$ cat config.mk
export PLATFORM = sky130hd
export DESIGN_NAME = crop_stream_reader
export DESIGN_NICKNAME = d
export VERILOG_FILES = /design/src/rtl/crop_stream_reader.sv
export SDC_FILE = /design/constraint.sdc
export NUM_CORES = 1
export LEC_CHECK = 0
export ABC_AREA = 1
export CORE_ASPECT_RATIO = 1.5
export CORE_MARGIN = 1
export CORE_UTILIZATION = 45
export CTS_CLUSTER_SIZE = 20
export DETAILED_ROUTE_END_ITERATION = 10
export GPL_TIMING_DRIVEN = 1
export HOLD_SLACK_MARGIN = 0.02
export PLACE_DENSITY = 0.69
export REMOVE_ABC_BUFFERS = 1
export SYNTH_ARGS = -nofsm -noshare
export SYNTH_HDL_FRONTEND = slang
export SYNTH_SLANG_ARGS = --single-unit
export TNS_END_PERCENT = 10
$ cat constraint.sdc
create_clock -name clk -period 9.1 [get_ports clk]
set_clock_uncertainty 0.2 [all_clocks]
set_input_delay 1.82 -clock clk [delete_from_list [all_inputs] [get_ports clk]]
set_output_delay 1.82 -clock clk [all_outputs]
set_load 0.02 [all_outputs]
$ cat src/rtl/crop_stream_reader.sv
// Streams a cropped, column-major RGB image out of pixel memory over valid/ready.
// Optional CROP_READER_ROW_PAD_EN: skip padding words after each column (stride rounded up to 4).
module crop_stream_reader #(
  parameter int BASE_ADDR = 54,
  parameter int ADDR_W    = 24,
  parameter int DATA_W    = 16
) (
  input  logic              clk,
  input  logic              rst_n,
  input  logic              start,
  input  logic [10:0]       cols,
  input  logic [10:0]       rows,
  output logic              busy,
  output logic              done,
  output logic [ADDR_W-1:0] rd_addr,
  output logic              rd_en,
  input  logic [DATA_W-1:0] rd_data,
  output logic [DATA_W-1:0] out_data,
  output logic              out_valid,
  input  logic              out_ready,
  output logic              out_sol,
  output logic              out_last
);

  typedef enum logic [1:0] {IDLE, FETCH, DRAIN, DONE} state_t;

  state_t state, state_nxt;

  logic [10:0]       rows_r;
  logic [23:0]       count_m1;
  logic [23:0]       issue_idx;
  logic [10:0]       y_cnt;
  logic [1:0]        c_cnt;
  logic [ADDR_W-1:0] addr_r;

  logic              inflight;
  logic              inflight_sol;
  logic              inflight_last;

  logic [DATA_W-1:0] fifo_data [2];
  logic [1:0]        fifo_sol;
  logic [1:0]        fifo_last;
  logic              wr_ptr;
  logic              rd_ptr;
  logic [1:0]        occ;

  logic              start_ok;
  logic              zero_dim;
  logic              pop;
  logic              last_issue;
  logic              y_wrap;
  logic [2:0]        load;

`ifdef CROP_READER_ROW_PAD_EN
  logic [1:0]        pad_r;
  logic [3:0]        rows_x3;
  logic              col_end;
  assign rows_x3 = {2'b00, rows[1:0]} * 4'd3;
  assign col_end = (c_cnt == 2'd2) && y_wrap;
`endif

  assign start_ok   = start && ((state == IDLE) || (state == DONE));
  assign zero_dim   = (cols == 11'd0) || (rows == 11'd0);
  assign out_valid  = (occ != 2'd0);
  assign pop        = out_valid && out_ready;
  assign last_issue = (issue_idx == count_m1);
  assign y_wrap     = (y_cnt == rows_r - 11'd1);
  // A beat leaving this cycle frees a slot, which keeps the stream gap-free at full rate.
  assign load       = {1'b0, occ} - {2'b00, pop} + {2'b00, inflight};

  assign out_data = out_valid ? fifo_data[rd_ptr] : '0;
  assign out_sol  = out_valid && fifo_sol[rd_ptr];
  assign out_last = out_valid && fifo_last[rd_ptr];
  assign rd_addr  = addr_r;

  always_ff @(posedge clk) begin
    if (!rst_n) state <= IDLE;
    else        state <= state_nxt;
  end

  always_comb begin
    state_nxt = state;
    rd_en     = 1'b0;
    busy      = 1'b0;
    done      = 1'b0;
    case (state)
      IDLE: begin
        if (start) state_nxt = zero_dim ? DONE : FETCH;
      end
      FETCH: begin
        busy  = 1'b1;
        rd_en = (load < 3'd2);
        if (rd_en && last_issue) state_nxt = DRAIN;
      end
      DRAIN: begin
        busy = 1'b1;
        if (!inflight && ((occ == 2'd0) || ((occ == 2'd1) && pop))) state_nxt = DONE;
      end
      DONE: begin
        done = 1'b1;
        if (start) state_nxt = zero_dim ? DONE : FETCH;
      end
      default: state_nxt = IDLE;
    endcase
  end

  // Element walk: component, then row, then column; address is a running register.
  always_ff @(posedge clk) begin
    if (!rst_n) begin
      rows_r        <= '0;
      count_m1      <= '0;
      issue_idx     <= '0;
      y_cnt         <= '0;
      c_cnt         <= '0;
      addr_r        <= ADDR_W'(BASE_ADDR);
      inflight      <= 1'b0;
      inflight_sol  <= 1'b0;
      inflight_last <= 1'b0;
`ifdef CROP_READER_ROW_PAD_EN
      pad_r         <= '0;
`endif
    end else begin
      inflight      <= rd_en;
      inflight_sol  <= (c_cnt == 2'd0) && (y_cnt == 11'd0);
      inflight_last <= last_issue;
      if (start_ok) begin
        rows_r    <= rows;
        count_m1  <= 24'(cols) * 24'(rows) * 24'd3 - 24'd1;
        issue_idx <= '0;
        y_cnt     <= '0;
        c_cnt     <= '0;
        addr_r    <= ADDR_W'(BASE_ADDR);
`ifdef CROP_READER_ROW_PAD_EN
        pad_r     <= 2'd0 - rows_x3[1:0];
`endif
      end else if (rd_en) begin
        issue_idx <= issue_idx + 24'd1;
        if (c_cnt == 2'd2) begin
          c_cnt <= '0;
          y_cnt <= y_wrap ? 11'd0 : y_cnt + 11'd1;
        end else begin
          c_cnt <= c_cnt + 2'd1;
        end
`ifdef CROP_READER_ROW_PAD_EN
        addr_r <= addr_r + ADDR_W'(1) + (col_end ? {{(ADDR_W-2){1'b0}}, pad_r} : '0);
`else
        addr_r <= addr_r + ADDR_W'(1);
`endif
      end
    end
  end

  // Two-entry output buffer; the read credit rule keeps it from overflowing.
  always_ff @(posedge clk) begin
    if (!rst_n) begin
      fifo_data[0] <= '0;
      fifo_data[1] <= '0;
      fifo_sol     <= '0;
      fifo_last    <= '0;
      wr_ptr       <= 1'b0;
      rd_ptr       <= 1'b0;
      occ          <= '0;
    end else begin
      if (inflight) begin
        fifo_data[wr_ptr] <= rd_data;
        fifo_sol[wr_ptr]  <= inflight_sol;
        fifo_last[wr_ptr] <= inflight_last;
        wr_ptr            <= ~wr_ptr;
      end
      if (pop) rd_ptr <= ~rd_ptr;
      occ <= occ + {1'b0, inflight} - {1'b0, pop};
    end
  end

endmodule

; ---- Yosys cells after proc, flatten, opt, wreduce, memory -nomap -nowiden
; Memory sizes are Yosys's and may differ from the RTL's. A register that Yosys moved wholly into a read port is not among the register bits.
; Index checks and enable logic that the tools add are counted.
[word_totals]
memories = 1
ramBits = 32
word_cells = 99
reg_bits = 109
output_inout_bits = 46
inputBits = 42
[op_classes]
n_mul = 2
n_bitwise = 3
n_lt_le_gt_ge = 4
mux = 28
eq_ne = 10
n_reduce_logical = 26
addsub = 10
[mem_list]
columns = name, depth, word_bits, read_ports, rd_ports_with_merged_regs, wr, line_no
row1 = fifo_data, 2, 16, 1, 1, 2, 40  ; logic [DATA_W-1:0] fifo_data [2];
[ops]
columns = cell, n
row1 = $add 24x1->24 const B, 2
row2 = $logic_not 11->1, 3
row3 = $mux 16, 2
row4 = $eq 24x24->1, 1
row5 = $mul 22x2->24 const B, 1
row6 = $sub 24x1->24 const B, 1
row7 = $mul 11x11->22, 1
row8 = $mux 1, 16
row9 = $reduce_or 16->1, 1
row10 = $add 11x1->11 const B, 1
row11 = $eq 11x11->1, 1
row12 = $mux 11, 1
row13 = $sub 11x1->11 const B, 1
row14 = $mux 2, 5
row15 = $logic_and 1x1->1, 9
row16 = $eq 2x2->1 const B, 3
row17 = $logic_not 2->1, 3
row18 = $pmux 2 s3, 1
row19 = $reduce_or 2->1, 3
row20 = $bwmux 2, 2
row21 = $eq 2x1->1 const B, 2
row22 = $lt 1x2->1 const B, 2
row23 = $ne 2x2->1 const B, 2
row24 = $add 3x1->3, 1
row25 = 14 further kinds, 18

; ---- Depth between registers and ports, before layout
; Gate-level depths: netlist of the first run.
[depth]
depth_word = 8
ltp_mapped = 37
mapped_depth_nobuf = 36

; ---- Least setup slack after synthesis of the first run
; Ideal clock, no wire load.
[synth_path]
path_type = input to register
startpoint = in cols[7]
endpoint = reg count_m1[23]
cell_stages = 30
t_arrival_ns = 7.549
setup_time_ns = 0.109
path_slack_ns = 1.243
path_cell_list = clkbuf_1 nand2_1 fa_1 inv_1 fa_1 fa_1 fa_1 inv_1 fa_1 inv_1 ha_1 a21oi_1 o21ai_0 a21oi_1 nand2_1 nand2_1 nand3_1 xnor2_1 ha_1 fa_1 nor3_1 nand2_1 inv_1 nand2_1 nor2_1 nor2_1 nand3_1 nand3_1 nand2_1 inv_1
[synth_between]
elab_chain_len = 3
[synth_lines]
columns = element, line_no
row1 = from (decl), 11  ; input logic [10:0] cols,
row2 = $mul 11x11->22, 128  ; count_m1 <= 24'(cols) * 24'(rows) * 24'd3 - 24'd1;
row3 = $mul 22x2->24, 128
row4 = $sub 24x1->24, 128
row5 = to (signal assigned), 128
row6 = to (decl), 30  ; logic [23:0] count_m1;
; Every way passes these cells.
; A chain may end at the register's enable or synchronous reset.

; ---- Worst setup path in the final report of the first run
[layout_path]
startpoint = in cols[4]
endpoint = reg count_m1[23]
; The elaborated chain is that of the path after synthesis.

==> impl_table.tex, run 1 <==
\begin{tabular}{lr}
\hline
Metric & Value \\
\hline
\multicolumn{2}{l}{\textbf{CTS}} \\
CTS resizes & 0 \\
Clock H-tree levels & 4 \\
Cts bufs inserted & 17 \\
Clk Tree Root Cell & sky130\_fd\_sc\_hd\_\_clkbuf\_16 \\
Count of buffers added by post-CTS timing repair for setup & 0 \\
Longest Clk Path Bufs & 2 \\
Clk sink count & 142 \\
Clock input transition at the sequential cells of the worst setup and hold paths & 0.06 ns \\
Hold bufs inserted after CTS & 0 \\
CTS tree & yes \\
Clk Latency, worst-skew pair & 0.43 ns \\
\multicolumn{2}{l}{\textbf{STA}} \\
Final setup vio count & 0 \\
Time the final worst path needs with I/O delays and setup & 8.44 ns \\
RSZ-0062 raised after global routing & no \\
Slew at the pin closest to its max-slew limit & 0.968 ns \\
Worst rel slew slack & 35.5\% \\
Fin. max-slew vios & 0 \\
F\_max & 0.118 GHz \\
Final worst path period share & 92.8\% \\
Total negative slack for setup checks & 0 ns \\
Final Hold Vio Count & 0 \\
\multicolumn{2}{l}{\textbf{Logic synthesis}} \\
Top post-synthesis cells by area & sky130\_fd\_sc\_hd\_\_dfxtp\_1 (17\%), sky130\_fd\_sc\_hd\_\_nand2\_1 (14\%), sky130\_fd\_sc\_hd\_\_fa\_1 (13\%) \\
YS warnings & 0 \\
Count of different cell masters after synthesis & 43 \\
Number of enable-type register cells in the synthesized netlist & 32 \\
Mapped Cells & 1863 \\
Post-synthesis sequential element count & 142 \\
Synthesized area per cell & 6.96 um\^{}2 \\
Cell taking the most area after synthesis & sky130\_fd\_sc\_hd\_\_dfxtp\_1 \\
Most numerous cell in the Yosys netlist & sky130\_fd\_sc\_hd\_\_nand2\_1 \\
Leading register cell type out of synthesis & sky130\_fd\_sc\_hd\_\_dfxtp\_1 \\
Post-Synthesis Cell Area & 0.0130 mm\^{}2 \\
Top post-synthesis cells by count & sky130\_fd\_sc\_hd\_\_nand2\_1 (491), sky130\_fd\_sc\_hd\_\_inv\_1 (382), sky130\_fd\_sc\_hd\_\_nor2\_1 (169) \\
Async set-reset flop share out of synthesis & 0\% \\
Area fraction of the dominant cell type after synthesis & 17.0\% \\
Part of the Yosys area used for sequential elements & 24.4\% \\
\multicolumn{2}{l}{\textbf{Run}} \\
Number of maximum-capacitance constraint violations & 0 \\
\multicolumn{2}{l}{\textbf{Worst setup path}} \\
CP Launch Type & input port \\
Nature of the critical path endpoint & register \\
Critical setup path kind & in2reg \\
Required time reported for the critical path endpoint & 9.23 ns \\
Slowest Stage Delay on Critical Path & 0.68 ns \\
Critical path buffers and inverters & 6 \\
Top cell family by delay on the critical path & adder cells \\
Data arrival, critical path & 8.57 ns \\
Largest fanout of any net on the critical path & 12 \\
Cell type of the slowest stage on the worst timing path & sky130\_fd\_sc\_hd\_\_clkdlybuf4s50\_1 \\
\multicolumn{2}{l}{\textbf{Global route}} \\
Pin count of the biggest net entering global routing & 56 \\
Met2 Resource Use GR & 47.2\% \\
Global-route wire length before repair & 55.4 mm \\
Global-route met1 utilization & 22.7\% \\
Number of antenna violations at the first check in global routing & 0 \\
Global-route layer with the greatest usage & met2 \\
Total global routing track utilization & 23.3\% \\
Number of global-route vias before repair & 12.3k \\
Global routing usage on met3 & 2.29\% \\
Grt ovf & 0 \\
\multicolumn{2}{l}{\textbf{Floorplanning}} \\
Number of placed I/O pins & 88 \\
Die Span X & 141 um \\
Effective utilization at floorplan & 46.1\% \\
Core Rows & 75 \\
Die height & 210 um \\
Die area & 0.0295 mm\^{}2 \\
Core area & 0.0282 mm\^{}2 \\
\multicolumn{2}{l}{\textbf{Place}} \\
Placed insts & 2268 \\
Routability-driven placement congestion ratio & 0.926 \\
Port Buf Inserts & 87 \\
Detailed placer's ending HPWL & 25.9 mm \\
\multicolumn{2}{l}{\textbf{Cells and area}} \\
Area overhead of the layout relative to synthesis & 14.7\% \\
Number of standard cells in the layout, taps in and fillers out & 2301 \\
Area of combinational cells with multiple inputs & 0.00818 mm\^{}2 \\
Fraction of final layout cells with drive strength greater than 1 & 3.79\% \\
Final Net Count & 2177 \\
Number of filler cells placed in the layout & 2735 \\
Antenna diode count & 0 \\
Sequential standard cell area & 0.00316 mm\^{}2 \\
\multicolumn{2}{l}{\textbf{Worst hold path}} \\
Kind of path behind the tightest hold check & reg2reg \\
\multicolumn{2}{l}{\textbf{Routing}} \\
Pre-antenna DRT Iters & 7 \\
Count of nets left with antenna violations after detail routing & 0 \\
Average via count per standard cell & 5.08 \\
Sum of routed wire length over all layers & 32.4 mm \\
Violation count after the first detailed-routing iteration & 524 \\
Final routed DRC violation total & 0 \\
Total vias in the final route & 11.7k \\
Per-cell routed wire length & 14.1 um \\
\multicolumn{2}{l}{\textbf{Outcome}} \\
Run status & complete, no violations \\
\hline
\end{tabular}
==> final cells by class <==
| type | instances | share of cell area, % |
|---|---|---|
| clock buffers | 22 | 3.13 |
| clock inverters | 10 | 1.08 |
| well taps | 346 | 2.91 |
| repair buffers | 108 | 6.94 |
| multi-input cells | 1287 | 55.0 |
| flip-flops and latches | 142 | 21.3 |
| inverters | 386 | 9.74 |
==> layer usage <==
layer	vias up	part of all wire (%)	wire length, um
li1	5900	-	-
met1	5419	38	12300
met2	283	55	17800
met3	95	2.8	921
met4	0	4.5	1460
met5	-	0	0
==> state kept, by name, indices dropped and copies added, names as in the netlist, 2 cells and up, named ones only <==
register and flops:
count_m1 24, c_cnt 2, rows_r 11, issue_idx 24, rd_addr 24, y_cnt 11, fifo_data 32, fifo_sol 2
occ 2, fifo_last 2, state 2
==> cell families after synthesis <==
| group | Yosys count | share of synthesized area (%) |
|---|---|---|
| AND/OR/NAND/NOR | 835 | 26.9 |
| buffers and inverters | 434 | 12.6 |
| adder cells (fa/ha/maj) | 193 | 23.4 |
| AO/OA/AOI/OAI | 184 | 7.73 |
| flip-flops | 142 | 24.4 |
| XOR/XNOR | 74 | 5.00 |
| multiplexers | 1 | 0.0772 |
==> layout by cell type (no fill, tap or decap), types with 3 or more instances in the layout <==
| master | instances |
|---|---|
| sky130_fd_sc_hd__nor2_2 | 6 |
| sky130_fd_sc_hd__o21ai_1 | 8 |
| sky130_fd_sc_hd__o21bai_1 | 8 |
| sky130_fd_sc_hd__a22o_1 | 3 |
| sky130_fd_sc_hd__nor3b_1 | 3 |
| sky130_fd_sc_hd__xor2_1 | 30 |
| sky130_fd_sc_hd__nand3_2 | 3 |
| sky130_fd_sc_hd__or2_2 | 4 |
| sky130_fd_sc_hd__clkbuf_16 | 18 |
| sky130_fd_sc_hd__nand3b_1 | 3 |
| sky130_fd_sc_hd__inv_1 | 382 |
| sky130_fd_sc_hd__fa_1 | 82 |
| sky130_fd_sc_hd__nor3_1 | 26 |
| sky130_fd_sc_hd__inv_2 | 4 |
| sky130_fd_sc_hd__buf_4 | 20 |
| sky130_fd_sc_hd__nand3_1 | 86 |
| sky130_fd_sc_hd__o21ai_0 | 47 |
| sky130_fd_sc_hd__xnor2_1 | 44 |
| sky130_fd_sc_hd__clkdlybuf4s50_1 | 87 |
| sky130_fd_sc_hd__nand4_1 | 25 |
| sky130_fd_sc_hd__nor4_1 | 8 |
| sky130_fd_sc_hd__edfxtp_1 | 32 |
| sky130_fd_sc_hd__o22ai_1 | 9 |
| sky130_fd_sc_hd__nand2_1 | 491 |
| sky130_fd_sc_hd__dfxtp_1 | 110 |
| sky130_fd_sc_hd__a21o_1 | 6 |
| sky130_fd_sc_hd__bufinv_16 | 4 |
| sky130_fd_sc_hd__ha_1 | 111 |
| sky130_fd_sc_hd__clkbuf_1 | 4 |
| sky130_fd_sc_hd__a21oi_1 | 96 |
| sky130_fd_sc_hd__nor2_1 | 169 |
==> through the flow <==
| step | util [%] | cell area (um^2) | hold slack, ns | setup slack (ns) |
|---|---|---|---|---|
| floorplan | - | 12800 | 0.197 | 1.52 |
| global placement | 50.6 | 14200 | 0.213 | 0.388 |
| detailed placement | 50.6 | 14200 | 0.210 | 0.224 |
| CTS | 52.8 | 14900 | 0.218 | 0.681 |
| global route | 52.9 | 14900 | 0.241 | 0.201 |
| finish | 52.9 | 14900 | 0.218 | 0.656 |
==> worst register-to-register path: cells and delay by family (launching register included) <==
| kind | cells | cell delay (ns) |
|---|---|---|
| buffers and inverters | 5 | 0.86 |
| DFF | 1 | 0.35 |
| AOI/OAI and AO/OA | 1 | 0.14 |
| and+or+nand+nor | 9 | 1.70 |
| adders and majority gates | 3 | 0.93 |
| xor gates and xnor gates | 1 | 0.14 |
==> path summary, 6_finish.rpt <==
path | startpoint | endpoint | slack (ns) | cells past startpoint
setup / recovery | cols[4] | count_m1[23] | 0.66 | 30
hold / removal | c_cnt[1] | inflight_sol | 0.22 | 1
setup reg to reg | occ[1] | rd_addr[12] | 4.63 | 19
hold reg to reg | c_cnt[1] | inflight_sol | 0.22 | 1
Power of run 1 is not shown: default switching activity piles up to over one toggle a cycle in this logic, so the estimate is an artifact.
==> run 2, diff against run 1 <==
Settings changed: CORE_MARGIN 1 to default.
==> results of run 2 <==
Same layout as run 1: the final DEF is identical, and so are final timing and power.
Power of run 2 is left out for the same reason.
